**src/rtl/sram_stream_port.sv**
```systemverilog
// sram_stream_port: valid/ready front end for a 1-cycle-latency SRAM macro.
// Credit-gated issue path feeding an in-order {we, data} response FIFO.
module sram_stream_port #(
    parameter int DATA_WIDTH = 64,
    parameter int NUM_WORDS  = 1024,
    parameter int RSP_DEPTH  = 2,
    localparam int AW = $clog2(NUM_WORDS),
    localparam int BW = (DATA_WIDTH + 7) / 8
) (
    input  logic                  clk_i,
    input  logic                  rst_i,
    input  logic                  req_valid_i,
    output logic                  req_ready_o,
    input  logic                  req_we_i,
    input  logic [AW-1:0]         req_addr_i,
    input  logic [DATA_WIDTH-1:0] req_wdata_i,
    input  logic [BW-1:0]         req_be_i,
    output logic                  rsp_valid_o,
    input  logic                  rsp_ready_i,
    output logic                  rsp_we_o,
    output logic [DATA_WIDTH-1:0] rsp_rdata_o,
    output logic                  sram_req_o,
    output logic                  sram_we_o,
    output logic [AW-1:0]         sram_addr_o,
    output logic [DATA_WIDTH-1:0] sram_wdata_o,
    output logic [BW-1:0]         sram_be_o,
    input  logic [DATA_WIDTH-1:0] sram_rdata_i
);

    localparam int CW = $clog2(RSP_DEPTH + 1);
    localparam int PW = $clog2(RSP_DEPTH);
    localparam logic [PW-1:0] LAST = PW'(RSP_DEPTH - 1);

    logic                  inflight_q;
    logic                  inflight_we_q;
    logic [CW-1:0]         count_q;
    logic [PW-1:0]         wptr_q;
    logic [PW-1:0]         rptr_q;
    logic [RSP_DEPTH-1:0][DATA_WIDTH:0] store_q;

    logic push;
    logic pop;
    logic ready;
    int   used;

    function automatic logic [PW-1:0] bump(input logic [PW-1:0] p);
        return (p == LAST) ? '0 : p + 1'b1;
    endfunction

    // Credits: queued + in flight, minus the slot freed by this cycle's pop.
    always_comb begin
        pop   = (count_q != '0) & rsp_ready_i;
        used  = int'(count_q) + int'(inflight_q) - int'(pop);
        ready = ~rst_i & (used < RSP_DEPTH);
    end

    assign push         = inflight_q;
    assign req_ready_o  = ready;
    assign sram_req_o   = req_valid_i & ready;
    assign sram_we_o    = req_we_i & sram_req_o;
    assign sram_addr_o  = req_addr_i;
    assign sram_wdata_o = req_wdata_i;
    assign sram_be_o    = sram_we_o ? req_be_i : '0;

    assign rsp_valid_o  = (count_q != '0);
    assign rsp_we_o     = store_q[rptr_q][DATA_WIDTH];
    assign rsp_rdata_o  = store_q[rptr_q][DATA_WIDTH-1:0];

    // Remember what was strobed last cycle so its response lands now.
    always_ff @(posedge clk_i) begin
        if (rst_i) begin
            inflight_q    <= 1'b0;
            inflight_we_q <= 1'b0;
        end else begin
            inflight_q    <= sram_req_o;
            inflight_we_q <= sram_we_o;
        end
    end

    // FIFO pointers and occupancy; push/pop together keep count.
    always_ff @(posedge clk_i) begin
        if (rst_i) begin
            count_q <= '0;
            wptr_q  <= '0;
            rptr_q  <= '0;
        end else begin
            if (push) wptr_q <= bump(wptr_q);
            if (pop) rptr_q <= bump(rptr_q);
            if (push & ~pop) begin
                count_q <= count_q + 1'b1;
            end else if (~push & pop) begin
                count_q <= count_q - 1'b1;
            end
        end
    end

    // Capture SRAM read data, or a zero-data write ack.
    always_ff @(posedge clk_i) begin
        if (rst_i) begin
            store_q <= '0;
        end else if (push) begin
            store_q[wptr_q] <= inflight_we_q ?
                {1'b1, {DATA_WIDTH{1'b0}}} :
                {1'b0, sram_rdata_i};
        end
    end

endmodule

```
**config.mk**
```make
export PLATFORM = sky130hd
export DESIGN_NAME = sram_stream_port
export DESIGN_NICKNAME = d
export VERILOG_FILES = /design/src/rtl/sram_stream_port.sv
export SDC_FILE = /design/constraint.sdc
export NUM_CORES = 1
export LEC_CHECK = 0
export CAP_MARGIN = 15
export CORE_AREA = 8 8 130 132
export DETAILED_ROUTE_END_ITERATION = 12
export DIE_AREA = 0 0 138 140
export GPL_ROUTABILITY_DRIVEN = 0
export PLACE_DENSITY = 0.82
export SLEW_MARGIN = 10
export SYNTH_ARGS = -nofsm -noshare
export SYNTH_HDL_FRONTEND = slang
export SYNTH_SLANG_ARGS = --single-unit
```
**constraint.sdc**
```tcl
create_clock -name clk_i -period 10 [get_ports clk_i]
set_input_delay 3 -clock clk_i [delete_from_list [all_inputs] [get_ports clk_i]]
set_output_delay 3 -clock clk_i [all_outputs]
set_load 0.03 [all_outputs]
```
After elaboration in Yosys (flattened, before gate mapping) --
Cells that the tools add are included.
Word-level totals: flip-flop bits (word level) 136, input port bits 151, output and inout port bits 151, logic and storage cells 40
Operators by class: add/subtract/negate cells 6, order comparisons 4, multiplexer cells 11, bitwise operators 9, reduce and logical (&&, ||, !) cells 3
Operators by type and width (count):
- two-way mux 65 bit | 4
- bitwise mux 130 bit | 1
- demux 65 bit (select 1 bit) | 1
- two-way mux 8 bit | 1
- AND 1 bit | 6
- < comparator 1 x 2 -> 1 bit (second input constant) | 2
- < comparator 4 x 3 -> 1 bit (second input constant) | 1
- two-way mux 2 bit | 2
- nonzero test 2 bit | 2
- subtractor 3 x 1 -> 4 bit | 1
- adder 2 x 1 -> 3 bit | 1
- inverter 1 bit | 3
- adder 1 bit (second input constant) | 2
- adder 2 x 1 -> 2 bit (second input constant) | 1
- two-way mux 1 bit | 2
- subtractor 2 x 1 -> 2 bit (second input constant) | 1
- >= comparator 1 bit (second input constant) | 1
- logical AND 1 bit | 1

Logic depth before layout (Yosys ltp) --
depth in word-level cells 8, mapped depth 9, gate-level depth less buffers 8

Worst setup path after synthesis --
Ideal clock, no wire load.
path type input to output, from in rsp_ready_i, to out sram_be_o[0], data arrival time 4.992 ns, required time 7.000 ns, path slack 2.008 ns, stages 9, path buffers 1, cells stage by stage o21ai_0 > inv_1 > ha_1 > nor2b_1 > fa_1 > nor2_2 > and3_1 > buf_2 > and2_1
Between the ends: longest elaborated chain between the ends 7
RTL lines:
- start: declaration | line 19 | input logic rsp_ready_i,
- AND 1 bit | line 52 | pop = (count_q != '0) & rsp_ready_i;
- named net pop | line 42 | logic pop;
- subtractor 3 x 1 -> 4 bit | line 53 | used = int'(count_q) + int'(inflight_q) - int'(pop);
- < comparator 4 x 3 -> 1 bit | line 54 | ready = ~rst_i & (used < RSP_DEPTH);
- AND 1 bit | line 54
- named net req_ready_o | line 13 | output logic req_ready_o,
- AND 1 bit | line 59 | assign sram_req_o = req_valid_i & ready;
- AND 1 bit | line 60 | assign sram_we_o = req_we_i & sram_req_o;
- named net sram_we_o | line 23 | output logic sram_we_o,
- two-way mux 8 bit | line 63 | assign sram_be_o = sram_we_o ? req_be_i : '0;
- end: declaration | line 26 | output logic [BW-1:0] sram_be_o,
The timed path passes the listed nets, and every way through them passes these cells.

Worst setup path after layout --
from in rsp_ready_i, to out sram_be_o[3]
Between the ends: longest elaborated chain between the ends 7
RTL lines (line):
- AND 1 bit | 52
- named net pop | 42
- subtractor 3 x 1 -> 4 bit | 53
- < comparator 4 x 3 -> 1 bit | 54
- AND 1 bit | 54
- AND 1 bit | 59
- AND 1 bit | 60
- two-way mux 8 bit | 63
The timed path passes the listed nets, and every way through them passes these cells.

==> impl.org <==
** Setup path
- Critical path depth in cells :: 10
- Along the worst path, the maximum fanout reaches 9.
- At the worst endpoint, the arrival time is 5.65 ns.
- The slowest stage of the critical path is the sky130_fd_sc_hd__clkdlybuf4s50_1 cell.
- By instance count, the cell type seen most on the critical path is sky130_fd_sc_hd__clkdlybuf4s50_1.
- Setup crit start kind :: input pin
- Category of the worst setup path capture point :: output pin
- Series of cell instances along the critical path :: clkdlybuf4s50_1, o21ai_0, inv_1, ha_1, nor2b_1, fa_1, nor2_2, and3_1, and2_1, clkdlybuf4s50_1
- Crit path buf inv count :: 3
- Measured in cells, the most critical reg-to-reg path has a length of 4.
- Worst Path Required :: 7.00 ns
- Crit Path Category :: in2out
- Delay-heaviest family, CP :: buffers and inverters
- In this design, the stage delay of the slowest critical-path cell is 0.67 ns.

** STA
- F_max :: 116 MHz
- Unrepaired setup endpoints after global routing :: no
- Final worst path period share :: 86.5%
- Setup violations remaining at the end of the flow were counted as 0.
- The number of max-slew violations in the final report was 0.
- For the pin with the worst max-slew slack, the measured transition is 0.999 ns.
- Across the routed clock network, the largest skew measured is 0.00625 ns.
- The clock period could shrink to 8.65 ns.
- Worst max-slew margin expressed relative to the limit :: 33.4%
- The count of final hold-check violations was 0.
- Adding up every negative setup slack in the final design gives 0 ns.

** Yosys
- Fraction of the yosys area taken by sequential cells :: 41.4%
- In this run, synthesis inferred 0 flip-flops with an integrated enable.
- Async set-or-reset flop fraction in the synthesized netlist :: 0%
- Counting every instance in the synthesized netlist gives 823.
- Syn. warnings :: 0
- The cell area that synthesis handed to floorplanning was 0.00657 mm2.
- Top_reg_cell synth :: sky130_fd_sc_hd__dfxtp_1
- When the netlist entered floorplanning its net count stood at 977.
- A synthesized cell averages 7.99 um2.
- The synthesized design contains 136 register bits.
- After synthesis, the netlist uses 23 different library cells.

** Hold path
- The min-delay analysis places its worst path in the category reg2reg.
- Number of cells on the worst hold path :: 2

** Place
- In this run the tool buffered the top-level ports with 153 buffer cells.
- HPWL Detailed :: 10300 um

** Floorplan
- The floorplan step defined a die boundary enclosing 0.0193 mm2.
- Core Rows :: 45
- After floorplanning, the core was sized to cover 0.0149 mm2.
- Die H :: 140 um
- Initial standard-cell utilization of the core :: 44.2%
- Pin placement for this block handled 302 I/O pins.
- In this run the horizontal extent of the chip is 138 um.

** Power and ir drop
- After layout, the design draws a total of 1.69 mW.
- For this design the ratio of total power to cell area is 208 mW/mm2.
- Static leakage :: 2.94 nW
- Maximum vdd ir drop :: 0.000135 V

** Clock network
- Post-CTS repair changed the size of 0 cells.
- In this run, CTS created clock tree buffers numbering 17.
- Clk slew on worst S/H paths :: 0.06 ns
- Clock tree root driver cell :: sky130_fd_sc_hd__clkbuf_16
- In this run the post-CTS setup repair buffer count came out at 0.
- For this design, the CTS-stage hold fixing added 0 buffers.
- The clock passes through at most 2 buffers.
- TritonCTS built the clock tree.
- The clock tree synthesis step divided the H-tree into 4 levels.
- Worst-skew pair later-pin latency :: 0.41 ns
- The clock drives 136 sinks.

** Routing
- Count of routing violations after the opening detailed-route iteration :: 309
- The final layout contains routed wiring with a total length of 16600 um.
- Using the TritonRoute via totals, the vias-per-cell ratio works out to 5.06.
- After detailed routing, the number of remaining DRC violations is 0.
- After detailed routing, the average wire length per cell comes to 15.5 um.
- For this block, the via count after detailed routing is 5411.
- Number of detailed-routing iterations run before antenna repair :: 4
- Post-route ant nets :: 0

** Layout
- Net count of the finished layout :: 1023
- Compared with the post-synthesis result, the final layout area differs by 23.7%.
- Cells fill 54.7% of the core in the end.
- 0 antenna diodes ended up in the layout.
- The post-route netlist has 12.6% of its cells at a drive strength greater than 1.

** GRT
- Total global-route track usage :: 16.8%
- GRT Residual Overflow :: 0
- Vias in the first global route :: 5479
- The initial antenna violation count was 0.
- Entering global routing, the biggest net connects 77 pins.
- The first global-routing pass estimated 27100 um of wire.

** Flow run
- Across the run, the number of max-cap violations was 0.

** Outcome
- Outcome :: finished, final reports clean
cells in the final DEF (no fill, tap or decap), types with 2 or more instances in the layout:
cell and n:
sky130_fd_sc_hd__nand2_1 260, sky130_fd_sc_hd__clkdlybuf4s50_1 152, sky130_fd_sc_hd__dfxtp_1 134, sky130_fd_sc_hd__a21oi_1 132, sky130_fd_sc_hd__mux2_2 65, sky130_fd_sc_hd__nor2b_1 59
sky130_fd_sc_hd__clkbuf_16 17, sky130_fd_sc_hd__and2_1 10, sky130_fd_sc_hd__buf_4 7, sky130_fd_sc_hd__and2b_1 6, sky130_fd_sc_hd__clkbuf_8 4, sky130_fd_sc_hd__inv_1 3
sky130_fd_sc_hd__xor2_1 3, sky130_fd_sc_hd__clkinvlp_4 3, sky130_fd_sc_hd__clkinv_2 3, sky130_fd_sc_hd__o21ai_0 2, sky130_fd_sc_hd__and3_1 2, sky130_fd_sc_hd__nor2_1 2
sky130_fd_sc_hd__ha_1 2, sky130_fd_sc_hd__inv_6 2
layer usage:
layer | vias to the layer above | share of wire, % | GRT usage [%]
li1 | 2664 | - | -
met1 | 2539 | 43 | 19.2
met2 | 166 | 49 | 28.6
met3 | 42 | 5.8 | 5.10
met4 | 0 | 2.3 | 7.32
met5 | - | 0 | 0
cell usage after synthesis, drive strengths merged (2+ instances only):
cell,number,share of area (%)
nand2b,2,0.19
o21ai,2,0.15
xor2,3,0.40
mux2,65,11
and2b,6,0.69
and3,2,0.19
dfxtp,136,41
a21oi,132,10
nand2,261,15
ha,2,0.38
nor2b,60,5.7
clkbuf,16,0.93
and2,11,1.0
nor2,3,0.21
inv,3,0.17
buf,116,12
final timing paths:
kind / from / endpoint / slack, ns
worst max register to register: inflight_q / store_q[44] / 7.98
worst min register to register: store_q[17] / store_q[17] / 0.45
worst max-delay path: rsp_ready_i / sram_be_o[3] / 1.35
worst min-delay path: store_q[17] / store_q[17] / 0.45
flip-flops by register name (all words and copies together), names as in the netlist:
signal	count
wptr_q	1
inflight_q	1
count_q	2
inflight_we_q	1
rptr_q	1
store_q	130
kinds of logic after synthesis:
group,share of synthesized area [%]
AOI/OAI and AO/OA,10.2
xor gates and xnor gates,0.400
adders and majority gates,0.685
buffers and inverters,13.0
DFF,41.4
muxes,11.1
and+or+nand+nor,23.1
worst register-to-register path, stage by stage (launching register included):
cell and delay (ns):
sky130_fd_sc_hd__dfxtp_1 0.47, sky130_fd_sc_hd__nor2b_4 0.67, sky130_fd_sc_hd__buf_4 0.52, sky130_fd_sc_hd__nand2_1 0.14, sky130_fd_sc_hd__a21oi_1 0.15
area by class of cell:
cell class                 count  area (um2)
sequential                   136        2730
tap                          188         235
inverter                       3        11.3
fill                        1351        6730
clock inverter                10        91.3
clock buffer                  22         484
multi-input combinational    552        3010
timing repair buffer         159        1570
per-stage QoR:
step,hold slack [ns],area (um2),worst slack (ns),cells
3_3_place_gp,0.438,7560,1.34,1038
3_5_place_dp,0.444,7560,1.33,1038
6_report,0.451,8130,1.35,1070
5_1_grt,0.466,8130,1.12,1070
2_1_floorplan,0.433,6570,2.01,823
4_1_cts,0.453,8130,1.32,1070
power breakdown:
group,internal (mW),switching (mW),leakage [nW]
Sequential,0.587,0.0734,1.10
Combinational,0.201,0.230,1.55
Clock,0.369,0.233,0.279
Total,1.16,0.537,2.94
Power figures use the tool's default switching activity.
